==> src/rtl/core_sleep_ctrl.sv <==
// Core sleep sequencer: drains the core, gates its clock while asleep and
// re-enables fetch a fixed number of cycles after a wake condition.
module core_sleep_ctrl #(
  parameter int WAKE_DELAY  = 4,
  parameter int IDLE_CYCLES = 2,
  parameter int CNT_WIDTH   = 16
) (
  input  logic                 HCLK,
  input  logic                 HRESET,
  input  logic                 sleep_req_i,
  input  logic                 irq_i,
  input  logic                 wake_event_i,
  input  logic                 core_busy_i,
  output logic                 core_clk_en_o,
  output logic                 core_fetch_en_o,
  output logic                 wakeup_o,
  output logic [1:0]           sleep_state_o,
  output logic [CNT_WIDTH-1:0] sleep_cycles_o
);

  localparam int IDLE_EFF = (IDLE_CYCLES < 1) ? 1 : IDLE_CYCLES;
  localparam int WAKE_EFF = (WAKE_DELAY < 1) ? 1 : WAKE_DELAY;
  localparam int IW       = $clog2(IDLE_EFF + 1);
  localparam int WW       = (WAKE_EFF > 1) ? $clog2(WAKE_EFF) : 1;

  typedef enum logic [1:0] {
    ST_RUN   = 2'd0,
    ST_DRAIN = 2'd1,
    ST_SLEEP = 2'd2,
    ST_WAKE  = 2'd3
  } state_t;

  state_t                r_state;
  logic [IW-1:0]         r_idle_cnt;
  logic [WW-1:0]         r_wake_cnt;
  logic [CNT_WIDTH-1:0]  r_sleep_cnt;
  logic                  r_clk_en;
  logic                  r_fetch_en;
  logic                  r_wakeup;

  logic                  w_wake;
  logic                  w_sleep_go;
  logic [IW-1:0]         w_idle_inc;
  logic                  w_idle_done;
  logic                  w_cnt_sat;

  assign w_wake      = irq_i | wake_event_i | ~sleep_req_i;
  assign w_sleep_go  = sleep_req_i & ~irq_i & ~wake_event_i;
  assign w_idle_inc  = r_idle_cnt + IW'(1);
  // The idle run completes on the cycle whose increment would reach the target.
  assign w_idle_done = ~core_busy_i & (w_idle_inc == IW'(IDLE_EFF));
  assign w_cnt_sat   = &r_sleep_cnt;

  always_ff @(posedge HCLK) begin
    if (HRESET) begin
      r_state     <= ST_RUN;
      r_idle_cnt  <= '0;
      r_wake_cnt  <= '0;
      r_sleep_cnt <= '0;
      r_clk_en    <= 1'b1;
      r_fetch_en  <= 1'b1;
      r_wakeup    <= 1'b0;
    end else begin
      r_wakeup <= 1'b0;
      case (r_state)
        ST_RUN: begin
          if (w_sleep_go) begin
            r_state    <= ST_DRAIN;
            r_idle_cnt <= '0;
            r_clk_en   <= 1'b1;
            r_fetch_en <= 1'b0;
          end
        end
        ST_DRAIN: begin
          if (w_wake) begin
            r_state    <= ST_RUN;
            r_fetch_en <= 1'b1;
          end else if (w_idle_done) begin
            r_state     <= ST_SLEEP;
            r_idle_cnt  <= '0;
            r_sleep_cnt <= '0;
            r_clk_en    <= 1'b0;
          end else if (core_busy_i) begin
            r_idle_cnt <= '0;
          end else begin
            r_idle_cnt <= w_idle_inc;
          end
        end
        ST_SLEEP: begin
          if (!w_cnt_sat) begin
            r_sleep_cnt <= r_sleep_cnt + CNT_WIDTH'(1);
          end
          if (w_wake) begin
            r_state    <= ST_WAKE;
            r_clk_en   <= 1'b1;
            r_wake_cnt <= WW'(WAKE_EFF - 1);
          end
        end
        ST_WAKE: begin
          // Inputs are deliberately ignored here so the wake sequence always completes.
          if (r_wake_cnt == '0) begin
            r_state    <= ST_RUN;
            r_fetch_en <= 1'b1;
            r_wakeup   <= 1'b1;
          end else begin
            r_wake_cnt <= r_wake_cnt - WW'(1);
          end
        end
        default: begin
          r_state    <= ST_RUN;
          r_clk_en   <= 1'b1;
          r_fetch_en <= 1'b1;
        end
      endcase
    end
  end

  assign core_clk_en_o   = r_clk_en;
  assign core_fetch_en_o = r_fetch_en;
  assign wakeup_o        = r_wakeup;
  assign sleep_state_o   = r_state;
  assign sleep_cycles_o  = r_sleep_cnt;

endmodule

==> config.mk <==
export PLATFORM = sky130hd
export DESIGN_NAME = core_sleep_ctrl
export DESIGN_NICKNAME = d
export VERILOG_FILES = /design/src/rtl/core_sleep_ctrl.sv
export SDC_FILE = /design/constraint.sdc
export NUM_CORES = 1
export LEC_CHECK = 0
export CORE_AREA = 3 3 48 71
export CTS_BUF_LIST = sky130_fd_sc_hd__clkbuf_4 sky130_fd_sc_hd__clkbuf_8
export DETAILED_ROUTE_END_ITERATION = 8
export DIE_AREA = 0 0 51 74
export GPL_TIMING_DRIVEN = 1
export PLACE_DENSITY = 0.71
export SYNTH_ARGS = -nofsm -noshare
export SYNTH_HDL_FRONTEND = slang
export SYNTH_SLANG_ARGS = --single-unit
==> constraint.sdc <==
create_clock -name HCLK -period 2.2 [get_ports HCLK]
set_clock_uncertainty 0.15 [all_clocks]
set_input_delay 0.44 -clock HCLK [delete_from_list [all_inputs] [get_ports HCLK]]
set_output_delay 0.44 -clock HCLK [all_outputs]
set_load 0.1 [all_outputs]
# Word level (Yosys, flattened, before mapping)
# Index checks and enable logic that the tools add are counted.
word_totals:
  ff_bits: 25
  output_inout_bits: 21
  elab_cells: 74
classes:
  n_addsub: 3
  eq_ne: 13
  n_mux: 26
  n_bitwise: 10
  n_reduce_logical: 15
op_table:
  columns: ["cell", "n"]
  rows:
  - ["$mux W16", 3]
  - ["$pmux W16 S2", 1]
  - ["$mux W2", 10]
  - ["$add A16 B1 Y16 const B", 1]
  - ["$ne A2 B2 Y1 const B", 8]
  - ["$reduce_and A16 Y1", 1]
  - ["$reduce_and A4 Y1", 3]
  - ["$pmux W2 S2", 2]
  - ["$pmux W2 S4", 1]
  - ["$mux W1", 7]
  - ["$eq A2 B2 Y1 const B", 3]
  - ["$pmux W1 S3", 2]
  - ["$reduce_and A3 Y1", 2]
  - ["$reduce_bool A2 Y1", 3]
  - ["$reduce_bool A3 Y1", 2]
  - ["$not A1 Y1", 5]
  - ["$reduce_and A5 Y1", 1]
  - ["$logic_not A2 Y1", 2]
  - ["$and A1 B1 Y1", 3]
  - ["$ne A3 B3 Y1 const B", 1]
  - ["$add A2 B1 Y2 const B", 1]
  - ["$eq A2 B1 Y1 const B", 1]
  - ["$or A1 B1 Y1", 2]
  - ["$reduce_or A2 Y1", 1]
  - ["$sub A2 B1 Y2 const B", 1]

# Depth between registers and ports, before layout
# Gate-level depths: netlist (run 1).
depth:
  depth_word: 6
  ltp_mapped: 8
  depth_no_buf: 7

# Worst setup path after synthesis (run 1)
# No wires, ideal clock.
synth_timing:
  path_kind: "reg2reg"
  from: "reg r_sleep_cnt[0], in the netlist sleep_cycles_o[0]"
  to: "reg r_sleep_cnt[15], in the netlist sleep_cycles_o[15]"
  arrival_ns: 2.223
  required_ns: 1.932
  slack_ns: -0.291
  stages_incl_launch_ff: 8
  cell_sequence: "dfxtp_1 ha_1 and3_1 and3_1 buf_2 a2111oi_0 xnor2_1 nor2_1"
synth_via:
  elab_chain_len: 3
  word_cells_on_any_way: 6
  cone_classes: "add/sub: 1; eq/ne: 1; mux: 2; reduce/logical: 2"
synth_lines:
  columns: ["element", "line_no", "text"]
  rows:
  - ["start, declared", "36", "logic [CNT_WIDTH-1:0] r_sleep_cnt;"]
  - ["start signal, assigned", "91", "r_sleep_cnt <= r_sleep_cnt + CNT_WIDTH'(1);"]
  - ["$add A16 B1 Y16 or $reduce_and A16 Y1 (tied branches)", "91, 52", null]
  - ["$mux W16 or $ne A2 B2 Y1 (tied branches)", null, null]
  - ["$pmux W16 S2 or $reduce_and A4 Y1 (tied branches)", null, null]
# Parallel ways exist; a longest one is shown, timed or not. The select of a mux whose other input is x is not followed.
# A chain may end at the register's enable or synchronous reset.

# Worst setup path after layout (run 1)
layout_timing:
  from: "in sleep_req_i"
  to: "reg r_sleep_cnt[8], in the netlist sleep_cycles_o[8]"
layout_via:
  elab_chain_len: 4
layout_lines:
  columns: ["element", "line_no", "text"]
  rows:
  - ["start, declared", "10", "input logic sleep_req_i,"]
  - ["$not A1 Y1", "47", "assign w_wake = irq_i | wake_event_i | ~sleep_req_i;"]
  - ["$or A1 B1 Y1", "47", null]
  - ["$ne A2 B2 Y1 (no source line)", null, null]
  - ["$reduce_and A4 Y1 (no source line)", null, null]
# Every way passes these cells.

==> metrics.md, run 1 <==
| Metric | Value |
|---|---|
| Die area | `~0.0038 mm^2` |
| Synth Net Count | `around 170` |
| DRC viols | `0` |
| CP Capture Type | `register` |
| Fillers | `about 290` |
| PortBufs | `26` |
| Antenna violations before repair | `0` |
| Avg Cell Area, Syn | `7.98 um^2` |
| First-pass GRT wire length | `5.24 mm` |
| EDFF count, synth | `0` |
| Core ar. | `between 0.002 and 0.003 mm^2` |
| HPWL after DPL | `2.40 mm` |
| Max layer used | `met4` |
| Register area | `522 um^2` |
| Clk Tree Root Cell | `clkbuf_8` |
| Pins Over Slew Limit | `0` |
| Final worst-path cycle share | `97.4%` |
| I/O Pins | `27` |
| Die width | `51 um` |
| Clock-pin slew on the worst setup and hold paths | `90 ps` |
| Final Hold Viols | `0` |
| Worst Path Buf+Inv | `2` |
| Met2 wire len | `1.68 mm` |
| Clk buf depth | `2` |
| Peak per-stage delay on the critical path | `approximately 470 ps` |
| Asr flop ratio synth | `0%` |
| Final WL | `3.19 mm` |
| # diodes | `0` |
| Sequential area share after synthesis | `38.2%` |
| Synth Instances | `164` |
| Hold Path Class | `register to register` |
| Crit path kind | `input pin to register` |
| Commonest non-fill, non-tap cell in the layout | `buf_4` |
| Num CTS Buffers | `3` |
| Crit path max-delay cell type | `clkdlybuf4s50_1` |
| Least-Margin Pin Slew | `493 ps` |
| Max-Cap Viols | `0` |
| Die Span Y | `74 um` |
| Iter 0 DRT Violations | `35` |
| Largest net degree at the start of global routing | `14` |
| Via Count | `roughly 1.3k` |
| RSZ-0062 raised after global routing | `yes` |
| Highest net fanout along the worst path | `5` |
| CP required | `roughly 2200 ps` |
| PwrDens | `471 mW/mm^2` |
| Met1 WL | `1.29 mm` |
| Routed WL per cell | `13.6 um` |
| Netlist Area Pre-Place | `0.00131 mm^2` |
| Final core occ | `roughly three fifths` |
| GP Congestion | `0.824` |
| # H-tree levels | `1` |
| Yosys Warn Count | `0` |
| Yosys reg bits | `25` |
| Kind of cell adding the most delay to the critical path | `simple AND/OR/NAND/NOR gates` |
| Maximum vdd ir drop | `0.382 mV` |
| Clock sinks | `25` |
| Nets | `206` |
| Most frequently used flop master after synthesis | `dfxtp_1` |
| Multi-input logic area | `751 um^2` |
| # rows | `24` |
| CTS tree | `done` |
| Leakage power | `0.665 nW` |
| Total gr overflow | `0` |
| Area Overhead vs Synth | `29.3%` |
| Met3 wire length | `125 um` |
| Critical Path Source Type | `input pin` |
| Outcome | `finished, final reports clean` |
| Yosys cell types | `40` |
| Most frequent cells in the layout | `buf_4, nor2_1, dfxtp_2` |
| DR vias/cell | `roughly 5.6` |
| Initial core utilization | `44.9%` |
| Cell Chain, Critical Path | `clkdlybuf4s50_1 -> or3b_4 -> or3_4 -> buf_4 -> o21ai_0 -> a2bb2oi_1 -> nor2_1` |
| Final ANT Viol Nets | `0` |
| Total track usage | `18.3%` |
| Number of setup violations in the final report | `0` |
| Achievable Freq | `0.467 GHz` |
| Min Tclk post-route | `roughly 2100 ps` |
| Detailed Routing Iterations Pass 1 | `4` |
| Worst slew margin | `67.0%` |
| Arr. time, crit path | `2170 ps` |
| Hold Slack | `299 ps` |
| Worst skew pair latency | `~280 ps` |
| Vias in the first global route | `1,180` |
| Layout cells sized above 1 | `29.6%` |
## worst reg2reg max path: cells and delay by family (launching register included)
kind / cells / cell delay (ps)
compound gates: 1 / 520
simple gates: 3 / 570
flops: 1 / 350
xor+xnor: 1 / 180
fa+ha+maj: 1 / 190
## report_power, final
group          internal [mW]  total, mW  switching (mW)
Clock                  0.142      0.294           0.151
Combinational         0.0197     0.0477          0.0280
Sequential             0.453      0.456         0.00240
Total                  0.615      0.797           0.182
## layer usage
metal	up-vias	global-route usage, %
met5	-	0
li1	650	-
met3	7	3.21
met1	625	20.3
met2	30	32.3
met4	0	10.5
## Yosys cell counts (2+ instances only)
cell | instances | share of area, %
clkbuf_1 | 4 | 1.1
nor3b_1 | 2 | 1.1
dfxtp_1 | 25 | 38
xnor2_1 | 7 | 4.7
and3_1 | 6 | 2.9
a21o_1 | 2 | 1.1
a21oi_1 | 13 | 5.0
nand3_1 | 11 | 4.2
nor2_1 | 18 | 5.2
o22ai_1 | 3 | 1.4
a31oi_1 | 4 | 1.9
buf_2 | 2 | 0.76
ha_1 | 3 | 2.9
inv_1 | 9 | 2.6
nand2_1 | 16 | 4.6
and4_1 | 2 | 1.3
a211oi_1 | 3 | 1.7
nand2b_1 | 2 | 0.96
nor3_1 | 4 | 1.5
a2111oi_0 | 2 | 1.3
nand4_1 | 2 | 0.96
o21ai_0 | 4 | 1.5
a22o_1 | 2 | 1.3
o21a_1 | 2 | 1.1
## through the flow
stage | setup slack, ps | instance area (um^2) | cells | power (mW) | TNS, ps
after floorplan | -10.1 | 1330 | 164 | 0.493 | -20.2
after global placement | -253 | 1630 | 231 | 0.512 | -2310
after detailed placement | -292 | 1630 | 231 | 0.513 | -2990
after CTS | 9.13 | 1680 | 235 | 0.800 | 0
after global routing | -31.7 | 1690 | 235 | 0.823 | -33.9
final | 57.8 | 1690 | 235 | 0.797 | 0
## final timing paths
path	from	end	slack (ps)	cells past startpoint
hold reg to reg	sleep_cycles_o[7]	sleep_cycles_o[7]	300	1
setup / recovery	sleep_req_i	sleep_cycles_o[8]	60	7
hold / removal	sleep_cycles_o[7]	sleep_cycles_o[7]	300	1
setup reg to reg	sleep_cycles_o[1]	sleep_cycles_o[15]	150	6
## logic make-up after synthesis
kind of cell    count (synthesis)  share of synthesized area [%]
simple gates                   70                           26.6
fa+ha+maj                       3                           2.87
mux                             2                           1.63
buf+inv                        16                           5.35
flops                          25                           38.2
compound gates                 41                           20.7
xor+xnor                        7                           4.68
## area by class of cell
class	count	area share (%)
inverters	9	2.00
flip-flops and latches	25	30.8
repair buffers	35	17.0
clock buffers	4	2.88
multi-input cells	123	44.4
well taps	39	2.88
## registers in the layout (all words and copies together), names as in the netlist, named ones only
signal	cells
core_clk_en_o	1
sleep_cycles_o	16
wakeup_o	1
sleep_state_o	1
core_fetch_en_o	1
r_idle_cnt	2
r_wake_cnt	2
## what timing repair did
item,CTS,global route
gates resized for setup,0,5
setup buffers,0,0
setup endpoints to repair,0,7
hold buffers,0,0
Note: power is estimated with default switching activity, not from simulation.
==> inputs of run 2 (changes only) <==
Clock period 2.2 ns to 1.9 ns, I/O delays scaled along.
==> run 2 against run 1 <==
Net effect: critical path depth decreased by 2; first-iteration DRC count increased by 8.6%; global-route usage increased by 2.7 points; wire length increased by 19%; critical path type unchanged.
==> metrics.md, run 2 (same netlist as run 1, synthesis figures left out) <==
| Metric | Value |
|---|---|
| Setup TNS | `0 ps` |
| Total gr overflow | `0` |
| Place WS | `-505 ps` |
| Pins Over Slew Limit | `0` |
| Cts hold-fix bufs | `0` |
| Outcome | `finished, final reports clean` |
| Reg2reg setup slack | `around 40 ps` |
| PortBufs | `26` |
| DR vias/cell | `about 5.6` |
| Peak per-stage delay on the critical path | `410 ps` |
| Crit path kind | `input pin to register` |
| Iter 0 DRT Violations | `38` |
| Min Tclk post-route | `~1900 ps` |
| Antenna violations before repair | `0` |
| Clock-pin slew on the worst setup and hold paths | `~90 ps` |
| DRC viols | `0` |
| Die Span Y | `74 um` |
| Highest net fanout along the worst path | `5` |
| Hold Path Class | `register to register` |
| PwrDens | `approximately 420 mW/mm^2` |
| Hold depth | `1` |
| Commonest non-fill, non-tap cell in the layout | `buf_4` |
| CP required | `1920 ps` |
| Core ar. | `between 0.002 and 0.003 mm^2` |
| Net switching power | `around 0.21 mW` |
| First-pass GRT wire length | `5.96 mm` |
| Layout cells sized above 1 | `37.8%` |
| Leakage power | `0.812 nW` |
| HPWL after DPL | `between 2 and 3 mm` |
| Total track usage | `20.9%` |
| Area Overhead vs Synth | `64.7%` |
| Worst slew margin | `around 68%` |
| Achievable Freq | `about 0.53 GHz` |
| Clk Tree Root Cell | `clkbuf_8` |
| Arr. time, crit path | `between 1500 and 2000 ps` |
| Worst skew pair latency | `roughly 270 ps` |
| Final ANT Viol Nets | `0` |
| Setup slack after layout | `18.7 ps` |
| Clock share of power | `approximately 37%` |
| Die width | `51 um` |
| Sw Share | `about a quarter` |
| Worst R2R End | `sleep_cycles_o[6]` |
| CTS tree | `done` |
| I/O Pins | `27` |
| Detailed Routing Iterations Pass 1 | `4` |
| CP Launch Point | `wake_event_i` |
| # rows | `24` |
| Most frequent cells in the layout | `buf_4, buf_12, nor2_1` |
| CP Capture Type | `register` |
| Final worst-path cycle share | `99.0%` |
| Final Hold Viols | `0` |
| Max-Cap Viols | `0` |
| Crit path max-delay cell type | `or3b_1` |
| Number of setup violations in the final report | `0` |
| Largest net degree at the start of global routing | `17` |
| Worst R2R Start | `sleep_cycles_o[1]` |
| Critical Path Source Type | `input pin` |
| Die area | `0.00377 mm^2` |
| Maximum vdd ir drop | `0.473 mV` |
| Clock sinks | `25` |
| # H-tree levels | `1` |
| Routed WL per cell | `around 15 um` |
| # diodes | `0` |
| Cell Chain, Critical Path | `dlygate4sd2_1 -> or3b_1 -> or3_4 -> and2_4 -> a221o_1` |
| Via Count | `1,399` |
| Least-Margin Pin Slew | `~480 ps` |
| R2R depth | `6` |
| GP Congestion | `0.845` |
| Final WL | `around 3.8 mm` |
| Vias in the first global route | `1,364` |
| Internal power | `0.696 mW` |
| Initial core utilization | `44.9%` |
| Gate power share | `7.3%` |
| Num CTS Buffers | `3` |
| Largest register FFs | `16` |
| Hold_sp | `sleep_cycles_o[7]` |
| Endpoint, Worst Hold | `sleep_cycles_o[7]` |
| Nets | `219` |
| Power share of the sequential group | `55.4%` |
| Clk buf depth | `2` |
## run 2: cell count changes in the layout (fill, tap and decap cells not counted), moves of 2 or more
cell | before | now
buf_4 | 29 | 22
buf_12 | 1 | 21
dfxtp_4 | 0 | 17
clkdlybuf4s50_1 | 5 | 2
dlygate4sd2_1 | 0 | 3
a2111oi_4 | 0 | 2
a2111oi_1 | 2 | 0
dfxtp_2 | 17 | 1
## run 2: cell type report
cell class	count	area, um^2
Sequential cell	25	566
Clock buffer	4	48.8
Multi-Input combinational cell	123	827
Inverter	9	33.8
Tap cell	39	48.8
Fill cell	219	757
Timing Repair Buffer	48	632
## run 2: what timing repair did
action | 4_1_cts | 5_1_grt
pin swaps | 3 | 3
resized for setup | 5 | 6
endpoints found under the setup margin | 17 | 11
setup buffers | 1 | 2
## run 2: worst max-delay path by stage
stage                                    end  slack (ps)  cells past startpoint
after floorplan           sleep_cycles_o[12]        -150                      6
after global placement    sleep_cycles_o[12]        -460                      5
after detailed placement  sleep_cycles_o[12]        -510                      5
after CTS                 sleep_cycles_o[14]           6                      6
after global routing      sleep_cycles_o[12]          -7                      5
final                     sleep_cycles_o[12]          20                      5
## run 2: worst max-delay path, delay by kind of cell
family / cells / cell delay, ps
buf+inv: 1 / 250
simple gates: 3 / 960
compound gates: 1 / 310
## run 2: power groups by stage
stage	combinational [mW]	sequential (mW)	clock (mW)
global route	0.0702	0.505	0.361
CTS	0.0652	0.504	0.339
finish	0.0668	0.504	0.340
global placement	0.0642	0.517	0
detailed placement	0.0659	0.517	0
floorplan	0.0211	0.527	0
## run 2: per-layer routing
metal / vias to the layer above / routed length, um / global-route usage (%) / part of all wire [%]
met5: - / 0 / 0 / 0
met4: 0 / 127 / 14.1 / 3.4
met3: 13 / 181 / 2.61 / 4.8
met2: 55 / 2100 / 38.9 / 55
met1: 650 / 1380 / 21.5 / 36
li1: 681 / - / - / -
## run 2: per-stage QoR
step,hold slack [ps],instance area [um^2],power (mW),util (%),instances
after global routing,350,2160,0.936,74.0,248
after detailed placement,330,2050,0.583,70.4,241
after global placement,305,2050,0.581,70.4,241
final,338,2160,0.911,74.0,248
after CTS,343,2110,0.909,72.5,246
after floorplan,292,1440,0.549,-,164
==> inputs of run 3 (changes only) <==
Settings changed: CAP_MARGIN set to 20, CORE_AREA 3 3 48 71 to 2 2 47 70, DIE_AREA 0 0 51 74 to 0 0 49 72, REMOVE_ABC_BUFFERS set to 1.
==> run 3 against run 2 <==
Net effect: flip-flop and latch count is the same; final area grew 1.6%; sequential power grew 4.6%; critical endpoint is now sleep_cycles_o[11]; critical path depth grew 1; clock power is essentially flat; maximum frequency shrank 0.73%; combinational power shrank 1%.
==> metrics.md, run 3 (same netlist as run 1, synthesis figures left out) <==
| Metric | Value |
|---|---|
| Initial core utilization | `roughly 45%` |
| Layout cells sized above 1 | `between 30% and 40%` |
| Vias in the first global route | `1,512` |
| CP required | `around 1900 ps` |
| Nets | `235` |
| Commonest non-fill, non-tap cell in the layout | `buf_4` |
| Number of setup violations in the final report | `0` |
| Hold depth | `2` |
| Total track usage | `between 20 and 25%` |
| Placed cell count | `255` |
| Crit path max-delay cell type | `a2111oi_2` |
| Fillers | `about 220` |
| Pins Over Slew Limit | `0` |
| Worst skew pair latency | `~270 ps` |
| R2R depth | `6` |
| HPWL after DPL | `2.86 mm` |
| # rows | `24` |
| Clock sinks | `25` |
| Largest net degree at the start of global routing | `14` |
| Die width | `49 um` |
| GP Congestion | `0.836` |
| Iter 0 DRT Violations | `52` |
| Peak per-stage delay on the critical path | `440 ps` |
| Largest register FFs | `16` |
| Achievable Freq | `approximately 0.53 GHz` |
| Detailed Routing Iterations Pass 1 | `5` |
| Critical Path Source Type | `register` |
| Antenna violations before repair | `0` |
| Post-route insts no fill | `264` |
| Cell Chain, Critical Path | `buf_4 -> and3_1 -> nand4_1 -> a2111oi_2 -> xnor2_1 -> nor2_1` |
| DR vias/cell | `~5.7` |
| RSZ-0062 raised after global routing | `yes` |
| Least-Margin Pin Slew | `433 ps` |
| Outcome | `finished, final reports clean` |
| First-pass GRT wire length | `6.48 mm` |
| Most frequent cells in the layout | `buf_4, dfxtp_1, buf_12` |
| Core ar. | `0.00291 mm^2` |
| Via Count | `between 1.5k and 2k` |
| DRC viols | `0` |
| Die Span Y | `72 um` |
| Kind of cell adding the most delay to the critical path | `simple AND/OR/NAND/NOR gates` |
| # diodes | `0` |
| # H-tree levels | `1` |
| Setup slack after layout | `4.89 ps` |
| Clock-pin slew on the worst setup and hold paths | `around 90 ps` |
| Min Tclk post-route | `between 1500 and 2000 ps` |
| Maximum vdd ir drop | `0.434 mV` |
| Highest net fanout along the worst path | `4` |
| PwrDens | `425 mW/mm^2` |
| Routed WL per cell | `around 15 um` |
| Leakage power | `0.901 nW` |
| CTS tree | `done` |
| PortBufs | `26` |
| Arr. time, crit path | `approximately 1900 ps` |
| Final ANT Viol Nets | `0` |
| Final WL | `3.94 mm` |
| Total gr overflow | `0` |
| Die area | `roughly 0.0035 mm^2` |
| Place WS | `-564 ps` |
| Num CTS Buffers | `3` |
| Worst slew margin | `71.1%` |
| Worst path depth | `6` |
| I/O Pins | `27` |
| CP Capture Type | `register` |
| Hold Path Class | `register to register` |
| Crit path kind | `register to register` |
| Final worst-path cycle share | `99.7%` |
| Max-Cap Viols | `0` |
| Clk Tree Root Cell | `clkbuf_8` |
| Worst Path Buf+Inv | `1` |
| Area Overhead vs Synth | `67.4%` |
| Clk buf depth | `2` |
| Final Hold Viols | `0` |
## run 3: path summary, 6_finish.rpt
path	startpoint	endpoint	slack (ps)
max reg2reg	sleep_cycles_o[0]	sleep_cycles_o[11]	5
min reg2reg	r_idle_cnt[0]	r_idle_cnt[0]	350
max	sleep_cycles_o[0]	sleep_cycles_o[11]	5
min	r_idle_cnt[0]	r_idle_cnt[0]	350
## run 3: where the power goes
part	total, mW	switching (mW)	internal [mW]
Combinational	0.0661	0.0375	0.0286
Sequential	0.527	0.00221	0.525
Clock	0.338	0.174	0.164
## run 3: worst min-delay path: cells and delay by family, from the launching register on
kind,cells,cell delay [ps]
flops,1,340
compound gates,2,130
## run 3: timing repair
item	CTS	global route
endpoints found under the setup margin	19	15
pin swaps	5	4
setup buffers	0	5
cloned	0	0
resized for setup	17	7
hold buffers	0	0
## run 3: area by class of cell
class	count	area, um^2	area share (%)
well taps	39	48.8	2.23
multi-input cells	123	801	36.6
flip-flops and latches	25	502	22.9
repair buffers	64	757	34.6
inverters	9	33.8	1.54
clock buffers	4	48.8	2.23
## run 3: metrics by stage
step                utilization, %  hold WS [ps]  cell area [um^2]  total power, mW  setup TNS (ps)
floorplan                        -           299              1270            0.567           -8580
global placement              70.0           335              2040            0.602           -7320
detailed placement            70.0           350              2040            0.605           -8790
CTS                           73.2           362              2130            0.929           -11.1
global route                  75.2           410              2190            0.956            -188
finish                        75.2           353              2190            0.931               0
## run 3: layer usage
metal / GRT usage, % / wire length (um) / up-vias / share of wire (%)
li1: - / - / 713 / -
met1: 23.5 / 1440 / 720 / 37
met2: 46.6 / 2230 / 63 / 57
met3: 2.67 / 190 / 10 / 4.8
met4: 8.57 / 83 / 0 / 2.1
met5: 0 / 0 / - / 0
==> edit 1 (flow settings as in run 1) <==
Make the reset (`HRESET`) asynchronous in one clocked block.
--- a/src/rtl/core_sleep_ctrl.sv
+++ b/src/rtl/core_sleep_ctrl.sv
@@ -52,5 +52,5 @@
   assign w_cnt_sat   = &r_sleep_cnt;
 
-  always_ff @(posedge HCLK) begin
+  always_ff @(posedge HCLK or posedge HRESET) begin
     if (HRESET) begin
       r_state     <= ST_RUN;
Check against the original RTL: differs if HRESET is asserted again (counterexample within 4 cycles, from zero or initial values and one cycle with HRESET high); with HRESET held inactive, the same outputs for 10 cycles.
==> edit 1 against run 1 <==
- cell area is 16% higher
- wire length rose by 13%
- synthesized area increased by 12%
- sequential cell count stayed put
- critical endpoint is now sleep_cycles_o[8]
- via count up 3.6%
- worst setup slack improved by 0.11 ns
Power is left out: it rests on default switching activity, and per cell area and clock period it moved more than threefold.
==> edit 1: results (changes against run 1) <==
[timing]
worst_pin_slew_ns=0.490  ; -0.00281 ns
holdWs_ns=0.365  ; +0.0655 ns
finalCriticalPeriod_ns=2.04  ; -0.106 ns

[finish]
n_clock_buffer=3  ; -1
multi_input_area_share=0.397  ; -0.0472
sh_seq_area=0.335  ; +0.0262
clk_share=0.0249  ; -0.00394
nMultiInputCombCells=119  ; -3.3%
fin_area_mm2=0.00196  ; +16%
drive_gt1_frac=0.324  ; +0.0285
instances_no_fill=227  ; -3.4%
n_all_buffers=31  ; -11%
nFillCells=234  ; -19%
buffer_area_frac=0.202  ; +0.0317

[drt]
met3_length_um=128  ; +2.4%
vias=1359  ; +3.6%
drt_iter0_drc=45  ; +29%

[setup_path]
critical_path_arrival_ns=2.07  ; -0.10 ns
reg2regPathDepth=5  ; -1
worst_r2r_endpoint=sleep_cycles_o[8]
start_kind=flop
criticalPathCategory=reg2reg
r2r-start=sleep_cycles_o[0]

[placement]
gp_congestion=0.823  ; -0.15%
dp.cells=223  ; -3.5%
dp_hpwl_mm=2.67  ; +11%
post-place-ws_ns=0.0909  ; +0.383 ns
place_area_mm2=0.00191  ; +17%

[synthesis]
synth_cell_type_count=44  ; +10%
synthCells=160  ; -2.4%
synthTopCellsByArea=dfrtp_1, a21oi_1, nand2_1
async_flop_share=1.00  ; +1.00
synth_common_cells=dfrtp_1, nand2_1, a21oi_1, a31oi_1, o21ai_0
ys.flop_type=dfrtp_1

[grt]
grt.total_usage=0.204  ; +0.0215
met1_usage=0.229  ; +0.0253
grtUsageMet2=0.386  ; +0.0631
grt_max_degree=26  ; +12
grt_first_pass_wirelength_mm=6.00  ; +15%
grt_pass1_vias=1338  ; +13%
use_met3=0.0281  ; -0.00401

[clocking]
clk_pin_slew_worst_paths_ns=0.10

[worst_hold_path]
worstHoldPathType=in2async

[outcome]
status=finished clean

[edit 1: cell families (layout without fill, tap and decap cells)]
| logic type | Yosys count | count (layout) | synth area share |
|---|---|---|---|
| adder cells (fa/ha/maj) | 3 | 3 | 0.0255 |
| flip-flops | 25 | 25 | 0.427 |
| multiplexers | 3 | 3 | 0.0213 |
| buffers and inverters | 16 | 44 | 0.0443 |
| AO/OA/AOI/OAI | 51 | 51 | 0.233 |
| AND/OR/NAND/NOR | 62 | 62 | 0.249 |
[edit 1: worst max-delay path: stages, from the launching register on]
cell and delay [ns]:
dfrtp_4 0.42, ha_1 0.28, nand4_4 0.17, o41ai_4 0.56
nand2_4 0.16, a31oi_1 0.21
[edit 1: worst min path at each step]
stage	start	end
2_1_floorplan	HRESET	r_idle_cnt[0]
3_3_place_gp	core_fetch_en_o	core_fetch_en_o
3_5_place_dp	core_fetch_en_o	core_fetch_en_o
4_1_cts	core_fetch_en_o	core_fetch_en_o
5_1_grt	core_fetch_en_o	core_fetch_en_o
6_report	HRESET	sleep_state_o[0]
==> edit 2 (flow settings as in run 1) <==
Made on the original files. Set the parameter `IDLE_CYCLES` to 4 (it was 2).
--- a/src/rtl/core_sleep_ctrl.sv
+++ b/src/rtl/core_sleep_ctrl.sv
@@ -3,5 +3,5 @@
 module core_sleep_ctrl #(
   parameter int WAKE_DELAY  = 4,
-  parameter int IDLE_CYCLES = 2,
+  parameter int IDLE_CYCLES = 4,
   parameter int CNT_WIDTH   = 16
 ) (
Check against the original RTL: not equivalent (a bounded check fails within 4 cycles, from zero or initial values and one cycle with HRESET high).
==> edit 2 against run 1 <==
- hold slack better by 0.047 ns
- via count is 5.6% higher
- critical path depth is 2 lower
- wire length is 10% higher
- sequential cell count is 1 higher
- combinational power is 16% higher
- cell area is 5.8% higher
- clock power is 36% higher
- total power is 16% higher
- worst setup slack better by 0.17 ns
- synthesized area is 8.0% higher
- largest power group unchanged
==> edit 2: results (changes against run 1) <==
[synthesis]
synthCells=164  ; unchanged
synth_warnings=0  ; unchanged
yosysSeqAreaShare=0.368  ; -0.0143
synth.net_count=174  ; +0.58%
async_flop_share=0  ; unchanged
synth_common_cells=dfxtp_1, nand2_1, a21oi_1, nor2_1, nand3_1
synthTopCellsByArea=dfxtp_1, a21oi_1, nand2_1
synth_cell_type_count=43  ; +7.5%

[finish]
final_nets=205  ; -0.49%
drive_gt1_frac=0.242  ; -0.0537
num_antenna_cells=0  ; unchanged
nFillCells=269  ; -6.6%
largest_reg_flops=16  ; unchanged

[clocking]
post_cts_buffers=0  ; unchanged
clk_latency_ns=0.28  ; about the same
cts.path.max_buffers=2  ; unchanged
cts_resized=0  ; unchanged
clk_pin_slew_worst_paths_ns=0.10
htreeDepth=1  ; unchanged
cts_buffers=3  ; unchanged
clockRootBuffer=clkbuf_8

[power_and_ir_drop]
peakVddDrop_v=0.000411  ; +7.8%
p_leak_nw=0.752  ; +13%
power.internal_w=0.000740  ; +20%

[grt]
grt_max_degree=16  ; +2
antenna_found_initial=0  ; unchanged
grt.total_usage=0.193  ; +0.0106
grt_pass1_vias=1303  ; +10%
grt_first_pass_wirelength_mm=5.68  ; +8.4%

[placement]
post-place-ws_ns=0.0405  ; +0.332 ns
dp.cells=229  ; -0.87%
gp_congestion=0.826  ; +0.32%
dp_hpwl_mm=2.59  ; +7.7%
portBuffers=26  ; unchanged

[setup_path]
crit_fanout=6  ; +1
worstSetupStartpoint=sleep_cycles_o[0]
critical_path_arrival_ns=2.03  ; -0.14 ns
r2r-start=sleep_cycles_o[0]

[drt]
wl_per_cell_um=15.1  ; +11%
drt_iter0_drc=18  ; -49%
vias=1386  ; +5.6%
dr.pass1.iters=4  ; unchanged
routed_wl_mm=3.52  ; +10%

[worst_hold_path]
worstHoldPathType=reg2reg
hp-start=sleep_cycles_o[1]

[timing]
worst_pin_slew_ns=0.417  ; -0.0766 ns
final-max-slew-violation-count=0  ; unchanged

[outcome]
status=finished clean

## edit 2: cell type report
| class | count | area, µm² | share of cell area |
|---|---|---|---|
| tap | 39 | 48.8 | 0.0273 |
| sequential | 26 | 533 | 0.298 |
| timing repair buffer | 33 | 285 | 0.159 |
| clock buffer | 3 | 41.3 | 0.0231 |
| clock inverter | 1 | 30.0 | 0.0168 |
| inverter | 5 | 18.8 | 0.0105 |
| multi-input combinational | 126 | 833 | 0.465 |
## edit 2: layer usage
layer / vias up / global-route usage / routed length (µm)
met5: - / 0 / 0
met4: 0 / 0.0808 / 31
met3: 4 / 0.0240 / 155
met2: 40 / 0.379 / 1920
met1: 667 / 0.202 / 1410
li1: 675 / - / -
## edit 2: power by group through the flow
stage	clock, W	combinational, W	sequential [W]
6_report	0.000399	0.0000555	0.000474
5_1_grt	0.000417	0.0000585	0.000474
4_1_cts	0.000404	0.0000556	0.000474
3_5_place_dp	0	0.0000553	0.000485
3_3_place_gp	0	0.0000545	0.000485
2_1_floorplan	0	0.0000223	0.000494
## edit 2: worst paths after layout
path	endpoint	slack, ns	cells past startpoint
max reg2reg	sleep_cycles_o[11]	0.23	5
min	sleep_cycles_o[1]	0.35	2
min reg2reg	sleep_cycles_o[1]	0.35	2
max	sleep_cycles_o[11]	0.23	5
## edit 2: cells by family (layout without fill, tap and decap cells)
kind of cell | after synthesis | after routing | synth area share
AOI/OAI and AO/OA | 44 | 44 | 0.221
xor gates and xnor gates | 1 | 1 | 0.00620
adders and majority gates | 4 | 4 | 0.0354
buffers and inverters | 12 | 42 | 0.0425
DFF | 26 | 26 | 0.368
muxes | 4 | 4 | 0.0283
and+or+nand+nor | 73 | 73 | 0.298
## edit 2: through the flow
| stage | area [µm²] | hold WS [ns] |
|---|---|---|
| finish | 1790 | 0.347 |
| global route | 1790 | 0.366 |
| CTS | 1790 | 0.345 |
| detailed placement | 1720 | 0.332 |
| global placement | 1720 | 0.316 |
| floorplan | 1430 | 0.303 |
## edit 2: critical path, stage by stage, from the launching register on
cell     delay [ns]
dfxtp_2        0.36
ha_1           0.24
and3_1         0.26
and4_1         0.26
or4_1          0.48
a21oi_1        0.14
